<file path="src/rtl/regfile_access_ctrl.sv">
// Operand-fetch / writeback sequencer for a single-port register file with a busy scoreboard.
// Optional feature: define REGFILE_ACCESS_BYPASS_EN to forward writeback data to operands in CHECK.
module regfile_access_ctrl #(
  parameter int unsigned XLEN = 32,
  parameter int unsigned NREG = 32
) (
  input  logic            i_clk,
  input  logic            i_rst_n,
  // decode request
  input  logic            i_dec_valid,
  output logic            o_dec_ready,
  input  logic [4:0]      i_dec_rs1,
  input  logic [4:0]      i_dec_rs2,
  input  logic [4:0]      i_dec_rd,
  input  logic            i_dec_rd_we,
  // operands toward execute
  output logic            o_opnd_valid,
  input  logic            i_opnd_ready,
  output logic [XLEN-1:0] o_opnd_a,
  output logic [XLEN-1:0] o_opnd_b,
  output logic [4:0]      o_opnd_rd,
  output logic            o_opnd_rd_we,
  // writeback
  input  logic            i_wb_valid,
  input  logic [4:0]      i_wb_rd,
  input  logic [XLEN-1:0] i_wb_val,
  // register file port
  output logic            o_rf_en,
  output logic            o_rf_op,
  output logic [4:0]      o_rf_reg_num_1,
  output logic [4:0]      o_rf_reg_num_2,
  output logic [4:0]      o_rf_reg_num,
  output logic [XLEN-1:0] o_rf_val,
  input  logic [XLEN-1:0] i_rf_rs_1,
  input  logic [XLEN-1:0] i_rf_rs_2
);

  typedef enum logic [1:0] {StIdle, StCheck, StCapture, StHold} state_e;

  state_e            r_state, w_state_d;
  logic [4:0]        r_rs1, w_rs1_d;
  logic [4:0]        r_rs2, w_rs2_d;
  logic [4:0]        r_rd, w_rd_d;
  logic              r_rd_we, w_rd_we_d;
  logic [NREG-1:0]   r_busy, w_busy_d;
  logic [XLEN-1:0]   r_opnd_a, w_opnd_a_d;
  logic [XLEN-1:0]   r_opnd_b, w_opnd_b_d;

  logic              w_wb_hit;
  logic              w_haz_a, w_haz_b;
  logic              w_block_a, w_block_b;
  logic              w_rd_issue;

  // A writeback to x0 is architecturally void: no port use, no scoreboard change.
  assign w_wb_hit = i_rst_n && i_wb_valid && (i_wb_rd != 5'd0);
  assign w_haz_a  = (r_rs1 != 5'd0) && r_busy[r_rs1];
  assign w_haz_b  = (r_rs2 != 5'd0) && r_busy[r_rs2];

`ifdef REGFILE_ACCESS_BYPASS_EN
  logic r_ok_a, w_ok_a_d;
  logic r_ok_b, w_ok_b_d;
  logic w_fwd_a, w_fwd_b;

  // An operand already taken from the writeback bus no longer needs the port or a clean busy bit.
  assign w_fwd_a   = !r_ok_a && w_wb_hit && (i_wb_rd == r_rs1);
  assign w_fwd_b   = !r_ok_b && w_wb_hit && (i_wb_rd == r_rs2);
  assign w_block_a = !r_ok_a && w_haz_a && !w_fwd_a;
  assign w_block_b = !r_ok_b && w_haz_b && !w_fwd_b;
`else
  assign w_block_a = w_haz_a;
  assign w_block_b = w_haz_b;
`endif

  assign w_rd_issue = i_rst_n && (r_state == StCheck) && !w_block_a && !w_block_b && !i_wb_valid;

  always_comb begin
    w_state_d  = r_state;
    w_rs1_d    = r_rs1;
    w_rs2_d    = r_rs2;
    w_rd_d     = r_rd;
    w_rd_we_d  = r_rd_we;
    w_busy_d   = r_busy;
    w_opnd_a_d = r_opnd_a;
    w_opnd_b_d = r_opnd_b;
`ifdef REGFILE_ACCESS_BYPASS_EN
    w_ok_a_d   = r_ok_a;
    w_ok_b_d   = r_ok_b;
`endif

    if (w_wb_hit) begin
      w_busy_d[i_wb_rd] = 1'b0;
    end

    unique case (r_state)
      StIdle: begin
        if (i_dec_valid) begin
          w_rs1_d   = i_dec_rs1;
          w_rs2_d   = i_dec_rs2;
          w_rd_d    = i_dec_rd;
          w_rd_we_d = i_dec_rd_we;
`ifdef REGFILE_ACCESS_BYPASS_EN
          w_ok_a_d  = 1'b0;
          w_ok_b_d  = 1'b0;
`endif
          w_state_d = StCheck;
        end
      end
      StCheck: begin
`ifdef REGFILE_ACCESS_BYPASS_EN
        if (!w_block_a && !w_block_b) begin
          if (w_fwd_a) begin
            w_ok_a_d   = 1'b1;
            w_opnd_a_d = i_wb_val;
          end
          if (w_fwd_b) begin
            w_ok_b_d   = 1'b1;
            w_opnd_b_d = i_wb_val;
          end
        end
        if (!w_block_a && !w_block_b && (r_ok_a || w_fwd_a) && (r_ok_b || w_fwd_b)) begin
          w_state_d = StHold;
        end else if (w_rd_issue) begin
          w_state_d = StCapture;
        end
`else
        if (w_rd_issue) begin
          w_state_d = StCapture;
        end
`endif
      end
      StCapture: begin
`ifdef REGFILE_ACCESS_BYPASS_EN
        if (!r_ok_a) w_opnd_a_d = (r_rs1 == 5'd0) ? '0 : i_rf_rs_1;
        if (!r_ok_b) w_opnd_b_d = (r_rs2 == 5'd0) ? '0 : i_rf_rs_2;
`else
        w_opnd_a_d = (r_rs1 == 5'd0) ? '0 : i_rf_rs_1;
        w_opnd_b_d = (r_rs2 == 5'd0) ? '0 : i_rf_rs_2;
`endif
        w_state_d = StHold;
      end
      StHold: begin
        if (i_opnd_ready) begin
          // Applied after the writeback clear so the newer instruction's claim wins.
          if (r_rd_we && (r_rd != 5'd0)) begin
            w_busy_d[r_rd] = 1'b1;
          end
          w_state_d = StIdle;
        end
      end
      default: w_state_d = StIdle;
    endcase
  end

  always_ff @(posedge i_clk) begin
    if (!i_rst_n) begin
      r_state  <= StIdle;
      r_rs1    <= 5'd0;
      r_rs2    <= 5'd0;
      r_rd     <= 5'd0;
      r_rd_we  <= 1'b0;
      r_busy   <= '0;
      r_opnd_a <= '0;
      r_opnd_b <= '0;
`ifdef REGFILE_ACCESS_BYPASS_EN
      r_ok_a   <= 1'b0;
      r_ok_b   <= 1'b0;
`endif
    end else begin
      r_state  <= w_state_d;
      r_rs1    <= w_rs1_d;
      r_rs2    <= w_rs2_d;
      r_rd     <= w_rd_d;
      r_rd_we  <= w_rd_we_d;
      r_busy   <= w_busy_d;
      r_opnd_a <= w_opnd_a_d;
      r_opnd_b <= w_opnd_b_d;
`ifdef REGFILE_ACCESS_BYPASS_EN
      r_ok_a   <= w_ok_a_d;
      r_ok_b   <= w_ok_b_d;
`endif
    end
  end

  // Handshake outputs are gated by reset so nothing is offered or accepted in a reset cycle.
  assign o_dec_ready  = i_rst_n && (r_state == StIdle);
  assign o_opnd_valid = i_rst_n && (r_state == StHold);
  assign o_opnd_a     = r_opnd_a;
  assign o_opnd_b     = r_opnd_b;
  assign o_opnd_rd    = r_rd;
  assign o_opnd_rd_we = r_rd_we;

  always_comb begin
    o_rf_en        = 1'b0;
    o_rf_op        = 1'b0;
    o_rf_reg_num_1 = 5'd0;
    o_rf_reg_num_2 = 5'd0;
    o_rf_reg_num   = 5'd0;
    o_rf_val       = '0;
    if (w_wb_hit) begin
      o_rf_en      = 1'b1;
      o_rf_op      = 1'b1;
      o_rf_reg_num = i_wb_rd;
      o_rf_val     = i_wb_val;
    end else if (w_rd_issue) begin
      o_rf_en        = 1'b1;
      o_rf_reg_num_1 = r_rs1;
      o_rf_reg_num_2 = r_rs2;
    end
  end

endmodule

</file>
<file path="config.mk">
export PLATFORM = sky130hd
export DESIGN_NAME = regfile_access_ctrl
export DESIGN_NICKNAME = d
export VERILOG_FILES = /design/src/rtl/regfile_access_ctrl.sv
export SDC_FILE = /design/constraint.sdc
export NUM_CORES = 1
export LEC_CHECK = 0
export CAP_MARGIN = 25
export CORE_ASPECT_RATIO = 0.5
export CORE_MARGIN = 2
export CORE_UTILIZATION = 39
export DETAILED_ROUTE_END_ITERATION = 10
export PLACE_DENSITY = 0.78
export SYNTH_ARGS = -nofsm -noshare
export SYNTH_HDL_FRONTEND = slang
export SYNTH_SLANG_ARGS = --single-unit
</file>
<file path="constraint.sdc">
create_clock -name i_clk -period 2.33 [get_ports i_clk]
set_clock_uncertainty 0.05 [all_clocks]
set_input_delay 0.233 -clock i_clk [delete_from_list [all_inputs] [get_ports i_clk]]
set_output_delay 0.233 -clock i_clk [all_outputs]
set_load 0.005 [all_outputs]
</file>
==> results.cfg, run 1 <==
[power]
p_comb_share_pct = 26.7
power_density_mw_per_mm2 = 747
vdd_drop_max_v = 0.000694
p_leak_nw = 3.73
power_frac_clock_pct = 40.5
p_sw_share_pct = 27.7
power_frac_seq_pct = 32.8
power_switching_mw = 1.94
p_int_mw = 5.06

[routing]
via_per_inst = 4.98
num_vias = 5712
firstDrtPassIters = 5
drc = 0
antenna_left = 0
wl_per_cell_um = 16.6
drt-total-wl_mm = 19.0
drt_iter0_markers = 393

[logic_synthesis]
synth_warnings = 0
yosys.area_share.simple_pct = 29.5
synth-xor-area-share_pct = 0
synth_top_area_share_pct = 40.3
ys_ff_latch = 114
synth_cells = 663
ys_seq_area_share_pct = 40.3
synthAdderAreaFrac_pct = 1.10
synth_top_family_by_area = simple AND/OR/NAND/NOR gates
synth_compound_area_share_pct = 16.5
ys_types = 35
avgSynthCellArea_um2 = 8.54
synth_nets = 790
yosysTopAreaCell = dfxtp_1
yosys-top-cells-area = dfxtp_1, nor2b_1, a21boi_0
netlist_area_mm2 = 0.00566
synth_mux_area_share_pct = 8.80

[cts]
root_buffer = clkbuf_16
clkLatencyLatePin_ns = 0.41
numCtsBuffers = 17
cts.sinks = 114
htree_levels = 4
cts_tree = done
clk_pin_slew_ns = 0.06
cts_max_path_buffers = 2

[timing]
fin_crit_sh_pct = 128
tightest_slew_ns = 0.735
worst_slack_ns = -0.663
setup_violations = 13
relSlewSlack_pct = 50.5
max_freq_mhz = 334
slew_violations = 0
final-hold-violation-count = 0
grt_setup_unrepaired = true
post-route-min-period_ns = 2.99

[placed_design]
place_area_mm2 = 0.00855
placedCellCount = 1110
gp_congestion = 0.891
hpwl_mm = 13.3
pre_cts_slack_ns = -0.709
numPortBuffers = 242

[critical_path]
crit_type = register to output port
cp-start-kind = register
required_ns = 2.05
end_kind = output port
worstPathMaxFanout = 6
crit_arrival_ns = 2.71

[status]
status = complete, but fails checks
violations = negative setup slack

[floorplanning]
rows = 31
core-area_mm2 = 0.0143
die_y_um = 89.2
die_w_um = 174
ios = 243
start_util_pct = 39.6
dieArea_mm2 = 0.0156

[final_layout]
stdcell_area_mm2 = 0.00936
nets = 1064
fill_cells = 1126
drive_gt1_share_pct = 14.4
final_cells = 1148
antenna_cells = 0
area_delta_synth_final_pct = 65.4
utilization_pct = 65.4

[grt]
grt_max_degree = 75
grt.total_usage_pct = 23.3
grt_pass1_wl_mm = 28.0
antenna_found_initial = 0
grt-ovfl-total = 0
grt_pass1_vias = 5418

[job]
cap_violations = 0

[min_path]
hold_class = input pin to register
## layout make-up
| cell class | instances | area [um^2] | area share, % |
|---|---|---|---|
| repair buffers | 298 | 2910 | 31.1 |
| clock buffers | 23 | 488 | 5.21 |
| inverters | 7 | 26.3 | 0.281 |
| flip-flops and latches | 114 | 2290 | 24.5 |
| well taps | 198 | 248 | 2.65 |
| multi-input cells | 499 | 3240 | 34.7 |
| clock inverters | 9 | 151 | 1.62 |
## layout by cell type, fill, tap and decap left out, types with 4 or more instances in the layout
cell type and instances:
mux4_2 12, o21ai_0 31, a21oi_1 65, and2_4 6, nand3_1 6, nor3_1 5, bufinv_16 4, a21boi_0 47
buf_2 5, and3_1 5, dfxtp_1 111, and2_1 40, nand2b_1 7, mux2i_1 15, buf_6 15, nor2b_1 132
inv_1 7, nand2_1 82, dlymetal6s2s_1 17, clkbuf_8 4, buf_4 47, ha_1 4, clkdlybuf4s50_1 213, nor2_1 14
clkbuf_16 17
## kinds of logic after synthesis
logic type,count (synthesis)
flip-flops,114
multiplexers,31
buffers and inverters,50
AND/OR/NAND/NOR,309
adder cells (fa/ha/maj),5
AO/OA/AOI/OAI,154
## repair_timing
item	in CTS	in global routing
buffers inserted	4	5
resized for setup	72	42
gates cloned	0	2
endpoints found under the setup margin	17	45
pin swaps	12	11
hold buffers	0	0
## final timing paths
check | depth (start not counted) | start | endpoint | slack, ns
max | 9 | r_rs2[0] | o_rf_reg_num_2[0] | -0.66
min | 3 | i_dec_rs1[3] | r_rs1[3] | 0.34
max reg2reg | 9 | r_rs2[0] | r_state[1] | -0.36
min reg2reg | 2 | o_opnd_rd[4] | o_opnd_rd[4] | 0.45
## routing by layer
| layer | GRT usage [%] | routed length [um] | vias up | part of all wire (%) |
|---|---|---|---|---|
| met5 | 0 | 0 | - | 0 |
| met4 | 10.5 | 439 | 0 | 2.3 |
| met3 | 3.95 | 896 | 35 | 4.7 |
| met2 | 40.7 | 9370 | 164 | 49 |
| met1 | 29.0 | 8310 | 2745 | 44 |
| li1 | - | - | 2768 | - |
## sequential cells by signal, indices dropped and copies added, names as in the netlist
register	count
r_state	2
o_opnd_rd_we	1
r_busy	32
r_rs2	5
o_opnd_rd	5
r_rs1	5
o_opnd_a	32
o_opnd_b	32
## per-stage QoR
step | TNS [ns] | hold WS [ns] | total power [mW]
after floorplan | -0.0991 | 0.320 | 3.19
after global placement | -7.54 | 0.430 | 4.09
after detailed placement | -7.97 | 0.436 | 4.13
after CTS | -7.85 | 0.325 | 7.01
after global routing | -8.89 | 0.343 | 7.31
final | -7.68 | 0.337 | 6.99
## cell usage after synthesis
library cell  number
nand3b_1           1
clkbuf_1          36
a311o_1            2
mux4_1             6
nand2b_1           7
and3_1             5
o21ai_1            1
a22oi_1            1
nand2_1           84
and2_1            45
ha_1               5
nor2_1            16
mux2i_1           16
o31ai_1            2
nor3b_1            1
or2_2              1
nand3_1            7
nor3_1             6
nor4_1             2
a21boi_1           1
mux2_2             2
inv_1              7
a21boi_0          47
and2_2             1
mux4_2             7
a2111oi_4          1
buf_6              2
buf_2              4
a222oi_1           1
nor2b_1          132
or2b_1             1
dfxtp_1          114
clkbuf_4           1
o21ai_0           31
a21oi_1           67
## critical path, stage by stage, from the launching register on
cell       delay (ns)
dfxtp_4          0.41
mux4_2           0.51
mux2i_1          0.15
mux2i_1          0.15
a2111oi_4        0.43
nand2_2          0.14
nor2_4           0.15
buf_6            0.12
and2_4           0.15
buf_6            0.09
## power groups by stage
stage	clock network [mW]	registers, mW	logic [mW]
2_1_floorplan	0	2.30	0.892
3_3_place_gp	0	2.32	1.77
3_5_place_dp	0	2.33	1.80
4_1_cts	2.87	2.29	1.85
5_1_grt	2.96	2.32	2.03
6_report	2.83	2.30	1.86
Power figures use the tool's default switching activity.
==> run 2, diff against run 1 <==
--- a/config.mk
+++ b/config.mk
@@ -5,12 +5,13 @@
 export SDC_FILE = /design/constraint.sdc
 export NUM_CORES = 1
 export LEC_CHECK = 0
+export ABC_AREA = 1
 export CAP_MARGIN = 25
 export CORE_ASPECT_RATIO = 0.5
 export CORE_MARGIN = 2
-export CORE_UTILIZATION = 39
+export CORE_UTILIZATION = 38
 export DETAILED_ROUTE_END_ITERATION = 10
-export PLACE_DENSITY = 0.78
+export PLACE_DENSITY = 0.77
 export SYNTH_ARGS = -nofsm -noshare
 export SYNTH_HDL_FRONTEND = slang
 export SYNTH_SLANG_ARGS = --single-unit
==> results.cfg, run 2 <==
[cts]
clkLatencyLatePin_ns = 0.40
clk_pin_slew_ns = 0.06
cts_tree = done
cts_max_path_buffers = 2
htree_levels = 4
numCtsBuffers = 17
root_buffer = clkbuf_16
cts.sinks = 114
hold_buffers = 0

[final_layout]
final-seq-area_mm2 = 0.00229
drive_gt1_share_pct = 16.8
final_cells = 1269
area_delta_synth_final_pct = 69.2
antenna_cells = 0
layout_commonest_cell = clkdlybuf4s50_1
nets = 1191
mostFrequentLayoutCells = clkdlybuf4s50_1, nand2_1, a21oi_1
fill_cells = 1159
utilization_pct = 66.9
multi_input_area_mm2 = 0.00295

[logic_synthesis]
synth_cells = 802
synthArstFlopShare_pct = 0
synth_nets = 929
synth_warnings = 0
avgSynthCellArea_um2 = 6.79
yosysMostFrequentCell = nand2_1
ys_ff_latch = 114
yosysTopAreaCell = dfxtp_1
synth_top_area_share_pct = 41.9
synth-edff-count = 0
synth_ff_type = dfxtp_1
ys_top_cells_by_count = nand2_1, dfxtp_1, a21oi_1
netlist_area_mm2 = 0.00545
yosys-top-cells-area = dfxtp_1, nand2_1, a21oi_1
ys_types = 24
ys_seq_area_share_pct = 41.9

[critical_path]
required_ns = 2.05
max_stage_delay_ns = 0.41
cp_slowest_cell = dfxtp_4
rr_endpoint = r_state[1]
worstPathMaxFanout = 9
crit_type = register to output port
startpoint = r_rs1[0]
r2r-start = r_rs1[0]
cp-start-kind = register
crit_arrival_ns = 2.15
end_kind = output port
cp-endpoint = o_rf_reg_num_1[0]
crit_top_cell = nand2_1
crit_path_cell_trace = clkinv_8 -> buf_6 -> nand2_1 -> nand3_1 -> nand3_1 -> nand2_1 -> nand2_1 -> nand3_2 -> nand3_4 -> nand3_4 -> buf_4 -> nor2_2 -> clkbuf_2
reg2reg_depth = 17
reg2reg_setup_slack_ns = 0.12

[grt]
grt_max_degree = 85
antenna_found_initial = 0
grt_pass1_vias = 6113
grt-ovfl-total = 0
grt.total_usage_pct = 24.1
grt_pass1_wl_mm = 30.0

[floorplanning]
die_y_um = 88.7
start_util_pct = 39.5
dieArea_mm2 = 0.0154
ios = 243
rows = 30
core-area_mm2 = 0.0138
die_w_um = 173

[routing]
num_vias = 6485
wl_met3_mm = 1.60
wl_met2_mm = 9.44
drt_iter0_markers = 458
drt-total-wl_mm = 19.6
firstDrtPassIters = 6
drc = 0
wl_met1_mm = 7.82
wl_per_cell_um = 15.4
routed.top_layer = met4
antenna_left = 0
via_per_inst = 5.11

[timing]
slew_violations = 0
relSlewSlack_pct = 51.1
grt_setup_unrepaired = true
post-route-min-period_ns = 2.43
max_freq_mhz = 411
fin_crit_sh_pct = 104
setup_violations = 8
tightest_slew_ns = 0.734
worst_slack_ns = -0.102
final-hold-violation-count = 0

[placed_design]
pre_cts_slack_ns = -0.0171
gp_congestion = 0.892
numPortBuffers = 242
hpwl_mm = 13.2
placedCellCount = 1217

[power]
p_leak_nw = 3.82
vdd_drop_max_v = 0.000561
power_density_mw_per_mm2 = 948
total_power_mw = 8.74

[job]
cap_violations = 0

[status]
status = complete, but fails checks
violations = negative setup slack

[min_path]
hold_class = input pin to register
-- run 2: cell types whose count changed after synthesis, moves of 8 or more --
cell,previous run,this run
o21ai_0,31,111
a21oi_1,67,113
clkbuf_1,36,28
mux2i_1,16,0
inv_1,7,71
a21boi_0,47,0
nor2_1,16,59
buf_2,4,12
and2_1,45,0
nand3_1,7,63
nor2b_1,132,0
nand2_1,84,189
-- run 2: power breakdown --
| part | internal, mW | total [mW] | switching, mW |
|---|---|---|---|
| Combinational | 1.70 | 3.54 | 1.83 |
| Sequential | 2.41 | 2.69 | 0.275 |
| Clock | 1.50 | 2.52 | 1.02 |
-- run 2: cell type report --
type / instances / share of cell area [%]
clock buffer: 17 / 4.62
clock inverter: 15 / 1.62
inverter: 75 / 3.27
multi-input combinational: 566 / 32.0
sequential: 114 / 24.8
tap: 192 / 2.61
timing repair buffer: 289 / 31.0
timing repair inverter: 1 / 0.0679
-- run 2: metal layers --
layer  GRT usage [%]  up-vias
met5               0        -
met4            9.09        0
met3            6.62       66
met2            44.1      324
met1            27.6     2940
li1                -     3155
-- run 2: timing repair --
item	4_1_cts	5_1_grt
setup endpoints to repair	11	44
setup buffers	13	6
gates cloned	3	1
resized for setup	87	61
pin swaps	23	23
-- run 2: cells by family (layout without fill, tap and decap cells) --
| family | Yosys count | count (layout) | share of synthesized area (%) |
|---|---|---|---|
| AO/OA/AOI/OAI | 225 | 225 | 20.7 |
| buffers and inverters | 123 | 397 | 10.3 |
| flip-flops | 114 | 114 | 41.9 |
| adder cells (fa/ha/maj) | 5 | 5 | 1.15 |
| AND/OR/NAND/NOR | 335 | 336 | 26.0 |
-- run 2: per-stage QoR --
step,area (um^2),TNS (ns),hold WS [ns]
2_1_floorplan,5450,0,0.324
3_3_place_gp,8110,0,0.432
3_5_place_dp,8110,-0.0171,0.439
4_1_cts,9010,-0.207,0.318
5_1_grt,9220,-2.03,0.329
6_report,9220,-0.604,0.323
-- run 2: critical path: cells and delay by family, from the launching register on --
| family | cells | cell delay, ns |
|---|---|---|
| flops | 1 | 0.41 |
| buf+inv | 4 | 0.49 |
| simple gates | 9 | 0.84 |
-- run 2: worst min path at each step --
stage,from,endpoint,slack (ns),depth (start not counted)
finish,i_rf_rs_1[21],o_opnd_a[21],0.32,3
global route,i_rf_rs_1[1],o_opnd_a[1],0.33,3
CTS,i_rf_rs_2[21],o_opnd_b[21],0.32,3
detailed placement,r_busy[15],r_busy[15],0.44,2
global placement,o_opnd_rd_we,o_opnd_rd_we,0.43,2
floorplan,i_rf_rs_1[12],o_opnd_a[12],0.32,2
